<file path="src/rtl/axi4_lite_pkg.sv">
// Shared AXI4-Lite definitions: response codes, FSM state types
// and the byte-strobe merge helper used by register banks.
package axi4_lite_pkg;

    typedef logic [1:0] axil_resp_t;

    localparam axil_resp_t RESP_OKAY   = 2'b00;
    localparam axil_resp_t RESP_EXOKAY = 2'b01;
    localparam axil_resp_t RESP_SLVERR = 2'b10;
    localparam axil_resp_t RESP_DECERR = 2'b11;

    typedef enum logic [1:0] {
        W_IDLE,
        W_PART,
        W_RESP
    } axil_wstate_e;

    typedef enum logic {
        R_IDLE,
        R_RESP
    } axil_rstate_e;

    function automatic logic [31:0] apply_wstrb(
        input logic [31:0] old,
        input logic [31:0] data,
        input logic [3:0]  strb
    );
        logic [31:0] res;
        res = old;
        for (int k = 0; k < 4; k++) begin
            if (strb[k]) begin
                res[8*k +: 8] = data[8*k +: 8];
            end
        end
        return res;
    endfunction

endpackage

</file>
<file path="src/rtl/axi4_lite_if.sv">
// AXI4-Lite bundle with master and slave views.
interface axi4_lite_if #(
    parameter int ADDR_WIDTH = 32,
    parameter int DATA_WIDTH = 32
);
    logic                    awvalid;
    logic                    awready;
    logic [ADDR_WIDTH-1:0]   awaddr;
    logic [2:0]              awprot;
    logic                    wvalid;
    logic                    wready;
    logic [DATA_WIDTH-1:0]   wdata;
    logic [DATA_WIDTH/8-1:0] wstrb;
    logic                    bvalid;
    logic                    bready;
    logic [1:0]              bresp;
    logic                    arvalid;
    logic                    arready;
    logic [ADDR_WIDTH-1:0]   araddr;
    logic [2:0]              arprot;
    logic                    rvalid;
    logic                    rready;
    logic [DATA_WIDTH-1:0]   rdata;
    logic [1:0]              rresp;

    modport master (
        output awvalid, awaddr, awprot, wvalid, wdata, wstrb, bready,
        output arvalid, araddr, arprot, rready,
        input  awready, wready, bvalid, bresp, arready, rvalid, rdata, rresp
    );

    modport slave (
        input  awvalid, awaddr, awprot, wvalid, wdata, wstrb, bready,
        input  arvalid, araddr, arprot, rready,
        output awready, wready, bvalid, bresp, arready, rvalid, rdata, rresp
    );
endinterface

</file>
<file path="src/rtl/axi4_lite_reg_slave.sv">
// AXI4-Lite slave terminating in a bank of RW and RO registers,
// one outstanding write and one outstanding read.
module axi4_lite_reg_slave
    import axi4_lite_pkg::*;
#(
    parameter int DATA_BYTE_WIDTH = 4,
    parameter int ADDR_WIDTH      = 32,
    parameter int NUM_RW          = 16,
    parameter int NUM_RO          = 16
) (
    input  logic                       clk,
    input  logic                       rst_n,
    axi4_lite_if.slave                 s_axil,
    output logic [NUM_RW*32-1:0]       rw_q,
    output logic [NUM_RW-1:0]          rw_wr_pulse,
    input  logic [NUM_RO*32-1:0]       ro_d,
    output logic [NUM_RW+NUM_RO-1:0]   rd_pulse
);

    localparam int DW = 8 * DATA_BYTE_WIDTH;
    localparam int IW = ADDR_WIDTH - 2;
    localparam int NR = NUM_RW + NUM_RO;

    axil_wstate_e w_state_q, w_state_d;
    logic         aw_held_q, aw_held_d;
    logic         w_held_q, w_held_d;
    logic [IW-1:0]              awidx_q, awidx_d;
    logic [DW-1:0]              wdata_q, wdata_d;
    logic [DATA_BYTE_WIDTH-1:0] wstrb_q, wstrb_d;
    axil_resp_t                 bresp_q, bresp_d;
    logic [NUM_RW-1:0][DW-1:0]  regs_q, regs_d;
    logic [NUM_RW-1:0]          wr_pulse_q, wr_pulse_d;

    axil_rstate_e r_state_q, r_state_d;
    logic [DW-1:0]  rdata_q, rdata_d;
    axil_resp_t     rresp_q, rresp_d;
    logic [NR-1:0]  rd_pulse_q, rd_pulse_d;

    logic [NUM_RO-1:0][DW-1:0] ro_w;
    logic [IW-1:0]             ar_idx;
    logic [DW-1:0]             rd_data_n;
    axil_resp_t                rd_resp_n;
    logic [NR-1:0]             rd_hit_n;
    logic                      wr_hit;
    logic                      aw_hs, w_hs;
    logic                      unused_ok;

    assign ro_w   = ro_d;
    assign ar_idx = s_axil.araddr[ADDR_WIDTH-1:2];

    assign unused_ok = ^{s_axil.awprot, s_axil.arprot,
                         s_axil.awaddr[1:0], s_axil.araddr[1:0]};

    // Readies come only from registered state, never from a valid.
    assign s_axil.awready = !aw_held_q && (w_state_q != W_RESP);
    assign s_axil.wready  = !w_held_q && (w_state_q != W_RESP);
    assign s_axil.bvalid  = (w_state_q == W_RESP);
    assign s_axil.bresp   = bresp_q;
    assign s_axil.arready = (r_state_q == R_IDLE);
    assign s_axil.rvalid  = (r_state_q == R_RESP);
    assign s_axil.rdata   = rdata_q;
    assign s_axil.rresp   = rresp_q;

    assign rw_q        = regs_q;
    assign rw_wr_pulse = wr_pulse_q;
    assign rd_pulse    = rd_pulse_q;

    assign aw_hs = s_axil.awvalid && s_axil.awready;
    assign w_hs  = s_axil.wvalid && s_axil.wready;

    always_comb begin
        w_state_d  = w_state_q;
        aw_held_d  = aw_held_q;
        w_held_d   = w_held_q;
        awidx_d    = awidx_q;
        wdata_d    = wdata_q;
        wstrb_d    = wstrb_q;
        bresp_d    = bresp_q;
        regs_d     = regs_q;
        wr_pulse_d = '0;
        wr_hit     = 1'b0;
        unique case (w_state_q)
            W_IDLE, W_PART: begin
                if (aw_held_q && w_held_q) begin
                    for (int i = 0; i < NUM_RW; i++) begin
                        if (awidx_q == IW'(i)) begin
                            regs_d[i] = apply_wstrb(regs_q[i], wdata_q, wstrb_q);
                            wr_pulse_d[i] = 1'b1;
                            wr_hit = 1'b1;
                        end
                    end
                    bresp_d   = wr_hit ? RESP_OKAY : RESP_SLVERR;
                    aw_held_d = 1'b0;
                    w_held_d  = 1'b0;
                    w_state_d = W_RESP;
                end else begin
                    if (aw_hs) begin
                        aw_held_d = 1'b1;
                        awidx_d   = s_axil.awaddr[ADDR_WIDTH-1:2];
                    end
                    if (w_hs) begin
                        w_held_d = 1'b1;
                        wdata_d  = s_axil.wdata;
                        wstrb_d  = s_axil.wstrb;
                    end
                    w_state_d = (aw_held_d || w_held_d) ? W_PART : W_IDLE;
                end
            end
            W_RESP: begin
                if (s_axil.bready) begin
                    w_state_d = W_IDLE;
                end
            end
            default: w_state_d = W_IDLE;
        endcase
    end

    // Read decode uses pre-commit register contents, so a read that
    // lands on a commit edge returns the old value.
    always_comb begin
        rd_data_n = '0;
        rd_resp_n = RESP_SLVERR;
        rd_hit_n  = '0;
        for (int i = 0; i < NUM_RW; i++) begin
            if (ar_idx == IW'(i)) begin
                rd_data_n   = regs_q[i];
                rd_resp_n   = RESP_OKAY;
                rd_hit_n[i] = 1'b1;
            end
        end
        for (int j = 0; j < NUM_RO; j++) begin
            if (ar_idx == IW'(NUM_RW + j)) begin
                rd_data_n            = ro_w[j];
                rd_resp_n            = RESP_OKAY;
                rd_hit_n[NUM_RW + j] = 1'b1;
            end
        end
    end

    always_comb begin
        r_state_d  = r_state_q;
        rdata_d    = rdata_q;
        rresp_d    = rresp_q;
        rd_pulse_d = '0;
        unique case (r_state_q)
            R_IDLE: begin
                if (s_axil.arvalid) begin
                    rdata_d    = rd_data_n;
                    rresp_d    = rd_resp_n;
                    rd_pulse_d = rd_hit_n;
                    r_state_d  = R_RESP;
                end
            end
            R_RESP: begin
                if (s_axil.rready) begin
                    r_state_d = R_IDLE;
                end
            end
            default: r_state_d = R_IDLE;
        endcase
    end

    always_ff @(posedge clk) begin
        if (!rst_n) begin
            w_state_q  <= W_IDLE;
            aw_held_q  <= 1'b0;
            w_held_q   <= 1'b0;
            awidx_q    <= '0;
            wdata_q    <= '0;
            wstrb_q    <= '0;
            bresp_q    <= RESP_OKAY;
            regs_q     <= '0;
            wr_pulse_q <= '0;
            r_state_q  <= R_IDLE;
            rdata_q    <= '0;
            rresp_q    <= RESP_OKAY;
            rd_pulse_q <= '0;
        end else begin
            w_state_q  <= w_state_d;
            aw_held_q  <= aw_held_d;
            w_held_q   <= w_held_d;
            awidx_q    <= awidx_d;
            wdata_q    <= wdata_d;
            wstrb_q    <= wstrb_d;
            bresp_q    <= bresp_d;
            regs_q     <= regs_d;
            wr_pulse_q <= wr_pulse_d;
            r_state_q  <= r_state_d;
            rdata_q    <= rdata_d;
            rresp_q    <= rresp_d;
            rd_pulse_q <= rd_pulse_d;
        end
    end

endmodule

</file>
<file path="src/flat_wrapper.sv">
// flat-port wrapper written by rule: the top's interface ports become plain ports
module axi4_lite_reg_slave_flat import axi4_lite_pkg::*;
#(
    parameter int DATA_BYTE_WIDTH = 4,
    parameter int ADDR_WIDTH      = 32,
    parameter int NUM_RW          = 16,
    parameter int NUM_RO          = 16
)
  (clk, rst_n, rw_q, rw_wr_pulse, ro_d, rd_pulse, s_axil_awvalid, s_axil_awaddr, s_axil_awprot, s_axil_wvalid, s_axil_wdata, s_axil_wstrb, s_axil_bready, s_axil_arvalid, s_axil_araddr, s_axil_arprot, s_axil_rready, s_axil_awready, s_axil_wready, s_axil_bvalid, s_axil_bresp, s_axil_arready, s_axil_rvalid, s_axil_rdata, s_axil_rresp);
  axi4_lite_if #(.ADDR_WIDTH(ADDR_WIDTH), .DATA_WIDTH(32)) s_axil_i ();
  input  logic clk;
  input  logic rst_n;
  output logic [NUM_RW*32-1:0] rw_q;
  output logic [NUM_RW-1:0] rw_wr_pulse;
  input  logic [NUM_RO*32-1:0] ro_d;
  output logic [NUM_RW+NUM_RO-1:0] rd_pulse;
  input wire logic [$bits(s_axil_i.awvalid)-1:0] s_axil_awvalid;
  input wire logic [$bits(s_axil_i.awaddr)-1:0] s_axil_awaddr;
  input wire logic [$bits(s_axil_i.awprot)-1:0] s_axil_awprot;
  input wire logic [$bits(s_axil_i.wvalid)-1:0] s_axil_wvalid;
  input wire logic [$bits(s_axil_i.wdata)-1:0] s_axil_wdata;
  input wire logic [$bits(s_axil_i.wstrb)-1:0] s_axil_wstrb;
  input wire logic [$bits(s_axil_i.bready)-1:0] s_axil_bready;
  input wire logic [$bits(s_axil_i.arvalid)-1:0] s_axil_arvalid;
  input wire logic [$bits(s_axil_i.araddr)-1:0] s_axil_araddr;
  input wire logic [$bits(s_axil_i.arprot)-1:0] s_axil_arprot;
  input wire logic [$bits(s_axil_i.rready)-1:0] s_axil_rready;
  output wire logic [$bits(s_axil_i.awready)-1:0] s_axil_awready;
  output wire logic [$bits(s_axil_i.wready)-1:0] s_axil_wready;
  output wire logic [$bits(s_axil_i.bvalid)-1:0] s_axil_bvalid;
  output wire logic [$bits(s_axil_i.bresp)-1:0] s_axil_bresp;
  output wire logic [$bits(s_axil_i.arready)-1:0] s_axil_arready;
  output wire logic [$bits(s_axil_i.rvalid)-1:0] s_axil_rvalid;
  output wire logic [$bits(s_axil_i.rdata)-1:0] s_axil_rdata;
  output wire logic [$bits(s_axil_i.rresp)-1:0] s_axil_rresp;
  assign s_axil_i.awvalid = s_axil_awvalid;
  assign s_axil_i.awaddr = s_axil_awaddr;
  assign s_axil_i.awprot = s_axil_awprot;
  assign s_axil_i.wvalid = s_axil_wvalid;
  assign s_axil_i.wdata = s_axil_wdata;
  assign s_axil_i.wstrb = s_axil_wstrb;
  assign s_axil_i.bready = s_axil_bready;
  assign s_axil_i.arvalid = s_axil_arvalid;
  assign s_axil_i.araddr = s_axil_araddr;
  assign s_axil_i.arprot = s_axil_arprot;
  assign s_axil_i.rready = s_axil_rready;
  assign s_axil_awready = s_axil_i.awready;
  assign s_axil_wready = s_axil_i.wready;
  assign s_axil_bvalid = s_axil_i.bvalid;
  assign s_axil_bresp = s_axil_i.bresp;
  assign s_axil_arready = s_axil_i.arready;
  assign s_axil_rvalid = s_axil_i.rvalid;
  assign s_axil_rdata = s_axil_i.rdata;
  assign s_axil_rresp = s_axil_i.rresp;
  axi4_lite_reg_slave #(.DATA_BYTE_WIDTH(DATA_BYTE_WIDTH), .ADDR_WIDTH(ADDR_WIDTH), .NUM_RW(NUM_RW), .NUM_RO(NUM_RO)) u_core (.clk(clk), .rst_n(rst_n), .s_axil(s_axil_i), .rw_q(rw_q), .rw_wr_pulse(rw_wr_pulse), .ro_d(ro_d), .rd_pulse(rd_pulse));
endmodule
</file>
<file path="config.mk">
export PLATFORM = sky130hd
export DESIGN_NAME = axi4_lite_reg_slave_flat
export DESIGN_NICKNAME = d
export VERILOG_FILES = /design/src/rtl/axi4_lite_pkg.sv /design/src/rtl/axi4_lite_if.sv /design/src/rtl/axi4_lite_reg_slave.sv /design/src/flat_wrapper.sv
export SDC_FILE = /design/constraint.sdc
export NUM_CORES = 2
export LEC_CHECK = 0
export CORE_AREA = 2 2 481 483
export CTS_BUF_LIST = sky130_fd_sc_hd__clkbuf_8 sky130_fd_sc_hd__clkbuf_16
export DETAILED_ROUTE_END_ITERATION = 8
export DIE_AREA = 0 0 483 485
export GPL_TIMING_DRIVEN = 1
export PLACE_DENSITY = 0.37
export SYNTH_ARGS = -nofsm -noshare
export SYNTH_HDL_FRONTEND = slang
export SYNTH_SLANG_ARGS = --single-unit
</file>
<file path="constraint.sdc">
create_clock -name clk -period 3.7 [get_ports clk]
set_input_delay 0.555 -clock clk [delete_from_list [all_inputs] [get_ports clk]]
set_output_delay 0.555 -clock clk [all_outputs]
set_load 0.03 [all_outputs]
</file>
# ---- Word-level counts from Yosys, hierarchy flattened
# Cells that the tools add are included.
dict set report totals {
  ff_bits 667
  output_inout_bits 601
  elab_cells 357
}
dict set report op_classes {
  n_eq_ne 50
  mux 145
  bitwise_logic 4
  n_reduce_logical 82
}
# cell n
set op_table {}
lappend op_table {{32-bit 2-to-1 mux} 32}
lappend op_table {{30-bit by 4-bit equality test with 1-bit output, second input constant} 16}
lappend op_table {{30-bit by 5-bit equality test with 1-bit output, second input constant} 16}
lappend op_table {{4-bit AND reduction} 64}
lappend op_table {{30-bit by 3-bit equality test with 1-bit output, second input constant} 8}
lappend op_table {{30-bit by 2-bit equality test with 1-bit output, second input constant} 4}
lappend op_table {{1-bit 2-to-1 mux} 76}
lappend op_table {{2-bit 2-to-1 mux} 35}
lappend op_table {{30-bit by 1-bit equality test with 1-bit output, second input constant} 2}
lappend op_table {{30-bit zero test} 2}
lappend op_table {{3-bit AND reduction} 3}
lappend op_table {{1-bit logical AND} 5}
lappend op_table {{2-bit inequality test, second input constant} 2}
lappend op_table {{1-bit NOT} 4}
lappend op_table {{2-bit case mux with 2 select lines} 1}
lappend op_table {{2-bit AND reduction} 2}
lappend op_table {{3-bit OR reduction} 1}
lappend op_table {{2-bit by 1-bit equality test with 1-bit output, second input constant} 1}
lappend op_table {{2-bit equality test, second input constant} 1}
lappend op_table {{1-bit zero test} 2}
lappend op_table {{2-bit zero test} 1}
lappend op_table {{1-bit case mux with 2 select lines} 1}
lappend op_table {{2-bit OR reduction} 1}
lappend op_table {{1-bit logical OR} 1}

# ---- Logic depth before layout (Yosys ltp)
dict set report logic_depth {
  depth_word 33
  depth_mapped 14
  mapped_depth_nobuf 9
}

# ---- Worst setup path before layout
# OpenSTA, ideal clock, no wires.
dict set report synth_path {
  path_type {input port to flip-flop}
  start {input s_axil_araddr[7]}
  end {register u_core.rdata_q[26] (netlist: u_core.s_axil.rdata[26])}
  setup_time_ps 132
  arrival_time_ps 2675
  required_ps 3568
  slack_ps 893
  cell_stages 11
  path_buffers 3
  cell_sequence {or4_4 nor3_2 and3_1 buf_2 buf_4 buf_4 nand2_1 o22ai_1 nor3_1 a221oi_1 a21oi_1}
}
dict set report synth_via {
  elab_chain_len 33
  elab_cells_between_ends 64
}
# item line
set synth_lines {}
lappend synth_lines {{from (decl)} flat_wrapper.sv:25} ;# input wire logic [$bits(s_axil_i.araddr)-1:0] s_axil_araddr;
lappend synth_lines {{30-bit zero test} axi4_lite_reg_slave.sv:125} ;# if (ar_idx == IW'(i)) begin
lappend synth_lines {{32-bit 2-to-1 mux (16 in a row)} axi4_lite_reg_slave.sv:125}
lappend synth_lines {{32-bit 2-to-1 mux (15 in a row)} axi4_lite_reg_slave.sv:132} ;# if (ar_idx == IW'(NUM_RW + j)) begin
lappend synth_lines {{32-bit 2-to-1 mux *} axi4_lite_reg_slave.sv:132}
lappend synth_lines {{to (signal assigned)} axi4_lite_reg_slave.sv:189} ;# rdata_q <= rdata_d;
lappend synth_lines {{to (decl)} axi4_lite_reg_slave.sv:35} ;# logic [DW-1:0] rdata_q, rdata_d;
# Every way passes the cells marked *; elsewhere a longest branch is shown, timed or not.
# A chain may end at the register's enable or synchronous reset.

# ---- Worst setup path after layout
dict set report layout_path {
  start {input s_axil_araddr[7]}
  end {register u_core.rdata_q[27] (netlist: u_core.s_axil.rdata[27])}
}
# The elaborated chain is that of the path after synthesis.

==> flow_summary_export.csv <==
group,metric,value,unit
sta,fin_crit,3.703,ns
setup_path,startpoint,"s_axil_araddr[7]",
floorplanning,rows,176,
cells_and_area,n_fill_cell,25290,
synth,yosys_warnings,0,
global_routing,grt_max_degree,162,
clock_tree,clk_path_buf_depth,3,
global_routing,grt.overflow.total,0,
synth,synthArstFlopShare,0,%
cells_and_area,finalNetCount,6879,
synth,yosysTopAreaCell,"dfxtp_1",
power_and_ir_drop,pwr-share-seq,38.9,%
power_and_ir_drop,switching_power,0.005603,W
detailed_routing,first_pass_iters,8,
floorplanning,dieHeight,485,um
power_and_ir_drop,p_int,0.01357,W
placement,place.gp.congestion,1.012,
clock_tree,htreeDepth,3,
setup_path,cp.required,4.30,ns
setup_path,worst_path_max_delay_cell,"or4_4",
clock_tree,cts.sinks,665,
sta,max_slew_margin,11.56,%
floorplanning,initial_core_util,14.58,%
floorplanning,core_area,0.2290,sq mm
synth,syn_inst,4640,
flow_run,max_cap_violations,0,
clock_tree,cts_inserted_buffers,90,
floorplanning,die_w,483,um
status,violations,"setup timing",
clock_tree,clk_pin_slew,0.06,ns
synth,yosys-top-cells-count,"nand2_1 (934), a21oi_1 (779), dfxtp_1 (665), nand3_1 (553), clkbuf_1 (344)",
detailed_routing,drtIter0Drc,4508,
clock_tree,cts_tree,"built",
detailed_routing,viasPerCell,4.851,
cells_and_area,drive_gt1_share,15.89,%
synth,avgSynthCellArea,7.196,sq um
floorplanning,die-area,0.2343,sq mm
hold_path,hp-start,"s_axil_awaddr[16]",
global_routing,grt_pass1_vias,44060,
sta,tightest_slew,1.327,ns
placement,io_buffer_count,1213,
setup_path,critical_path.cell_chain,"clkdlybuf4s50_1 > or4_4 > nor3_4 > buf_12 > buf_4 > nand3_2 > nor2_1 > buf_4 > a211oi_1 > o221ai_1 > a21oi_1 > buf_4 > o21ai_0 > a22oi_1",
synth,synthMostInstantiatedCell,"nand2_1",
clock_tree,root_buffer,"clkbuf_16",
sta,setup_violations,1,
cells_and_area,postLayoutCoreUtil,25.24,%
setup_path,crit_buf_inv,5,
synth,ys.flop_type,"dfxtp_1",
setup_path,timing.rr.start,"u_core.rw_q[104]$_SDFFE_PN0P_",
setup_path,crit_type,"in -> reg",
sta,fin_worst_skew,0.06895,ns
synth,synth_area,0.03339,sq mm
placement,dpl_worst_slack,-1.390,ns
synth,synth_edf_count,0,
setup_path,critPathArrivalTime,4.30,ns
power_and_ir_drop,ir_drop,384.5,uV
synth,synth.distinct_cells,82,
setup_path,cp-end-kind,"flip-flop",
synth,ys_top_cells_by_area,"dfxtp_1 (40%), a21oi_1 (12%), nand2_1 (10%)",
power_and_ir_drop,p_comb_share,12.1,%
sta,rsz0062_at_grt,"no",
sta,final_max_slew_viol_count,0,
synth,synth_top_cell_area_share,39.87,%
sta,finalWorstSetupSlack,-0.002681,ns
clock_tree,ctsHoldBuffers,0,
synth,ys_seq_elements,665,
setup_path,cp_common_cell,"buf_4",
synth,synth-seq-area-share,39.87,%
detailed_routing,wl,354700,um
floorplanning,ios,1226,
setup_path,critPathTopFamily,"simple AND/OR/NAND/NOR gates",
global_routing,grt_pass1_wl,453000,um
sta,finalSetupTns,-0.002681,ns
power_and_ir_drop,leakagePower,19.61,nW
sta,fmaxAchievable,270.1,MHz
sta,hold_viol_final,0,
global_routing,grt_usage,28.99,%
sta,finalCritPeriodShare,100.1,%
detailed_routing,num_vias,45550,
setup_path,cp_max_fo,5,
detailed_routing,post-route-drc-count,0,
setup_path,startpoint_type,"primary input",
global_routing,antenna_found_initial,105,
clock_tree,clk_latency,0.79,ns
clock_tree,postCtsSetupRepairBufs,0,
power_and_ir_drop,clkPwrFrac,49.1,%
detailed_routing,ant_nets,0,
placement,dp_hpwl,295000,um
cells_and_area,area_delta_synth_final,73.11,%
detailed_routing,wl_per_cell,37.78,um
status,status,"complete, but fails checks",
setup_path,crit_path_max_incr_delay,0.60,ns
hold_path,hp-class,"in -> reg",
power_and_ir_drop,p_per_area,331.6,mW/mm^2
power_and_ir_drop,switching_share,29.23,%
## placed cells by master (no fill, tap or decap), types with 17 or more instances in the layout
| master | n |
|---|---|
| nand4_1 | 17 |
| a221o_1 | 22 |
| a211oi_1 | 22 |
| a31oi_1 | 26 |
| a222oi_1 | 19 |
| o221ai_1 | 42 |
| o22ai_1 | 75 |
| clkbuf_16 | 90 |
| nor2_2 | 27 |
| dfxtp_1 | 664 |
| nand3_1 | 552 |
| clkbuf_8 | 22 |
| nand2_1 | 934 |
| buf_4 | 656 |
| nor3_1 | 42 |
| a21oi_1 | 779 |
| a22oi_1 | 62 |
| nor4_1 | 27 |
| clkdlybuf4s50_1 | 1209 |
| a221oi_1 | 97 |
| inv_1 | 36 |
| nor2_1 | 242 |
| diode_2 | 40 |
| mux2i_1 | 19 |
| o21ai_0 | 201 |
| o211ai_1 | 22 |
| buf_12 | 89 |
## worst paths after layout
check | endpoint | slack (ns) | depth (start not counted)
worst min register to register | u_core.awidx_q[16]$_SDFFE_PN0P_ | 0.45 | 2
worst max register to register | u_core.s_axil.rdata[8]$_SDFFE_PN0P_ | 0.39 | 11
worst max-delay path | u_core.s_axil.rdata[27]$_SDFFE_PN0P_ | -0.003 | 14
worst min-delay path | u_core.awidx_q[14]$_SDFFE_PN0P_ | 0.32 | 3
## metrics by stage
step	instance area (sq um)	instances	power [W]	hold slack (ns)
2_1_floorplan	33390	4641	0.008096	0.4308
3_3_place_gp	54510	9188	0.009911	0.4450
3_5_place_dp	54510	9188	0.009903	0.4467
4_1_cts	57660	9350	0.01937	0.2596
5_1_grt	57770	9378	0.01970	0.2948
6_report	57800	9390	0.01917	0.3185
## power groups by stage
stage	registers, W	clock network [W]	logic [W]
3_5_place_dp	0.00760	0	0.00230
3_3_place_gp	0.00760	0	0.00231
4_1_cts	0.00744	0.00961	0.00232
2_1_floorplan	0.00741	0	0.000689
6_report	0.00745	0.00941	0.00232
5_1_grt	0.00745	0.00986	0.00239
## area by class of cell
class	instances	area [sq um]	area share, %
Antenna cell	40	100.1	0.1732
Clock inverter	50	568.0	0.9828
Sequential cell	665	13310	23.03
Inverter	24	97.59	0.1688
Clock buffer	112	2555	4.420
Timing Repair Buffer	1956	18820	32.57
Multi-Input combinational cell	3517	18550	32.10
Tap cell	3026	3786	6.550
## what timing repair did
action	4_1_cts	5_1_grt
gates resized for setup	6	6
setup endpoints to repair	5	6
cloned	0	0
pin swaps	0	1
hold endpoints to repair	0	0
## worst reg2reg max path: stages, from the launching register on
cell and delay [ns]:
dfxtp_1 0.35, and3b_1 0.20, o21ai_0 0.14, buf_4 0.13, a221oi_1 0.13, a211oi_1 0.53
nor3_1 0.14, o221ai_1 0.34, a211oi_1 0.13, buf_4 0.18, o31ai_2 0.76, a21oi_1 0.15
## registers in the layout, summed over array words and instances, names as in the netlist
register and cells:
u_core.s_axil.bresp 1, u_core.w_held_q 1, u_core.rw_wr_pulse 16, u_core.rw_q 512
u_core.wdata_q 32, u_core.s_axil.rdata 32, u_core.wstrb_q 4, u_core.aw_held_q 1
u_core.rd_pulse 32, u_core.w_state_q 2, u_core.awidx_q 30, u_core.s_axil.rvalid 1
u_core.s_axil.rresp 1
## cell families (layout without fill, tap and decap cells)
group,count (synthesis),after routing,share of synthesized area [%]
AOI/OAI and AO/OA,1520,1520,27.61
buffers and inverters,459,2142,5.568
DFF,665,665,39.87
muxes,27,27,0.8394
other,1,42,0.01123
and+or+nand+nor,1968,1968,26.10
## metal layers
metal,track usage (%),routed length (um)
met5,0,132
met2,50.68,174100
met4,19.44,28060
met1,31.05,127500
met3,6.843,24930
Note: power is estimated with default switching activity, not from simulation.
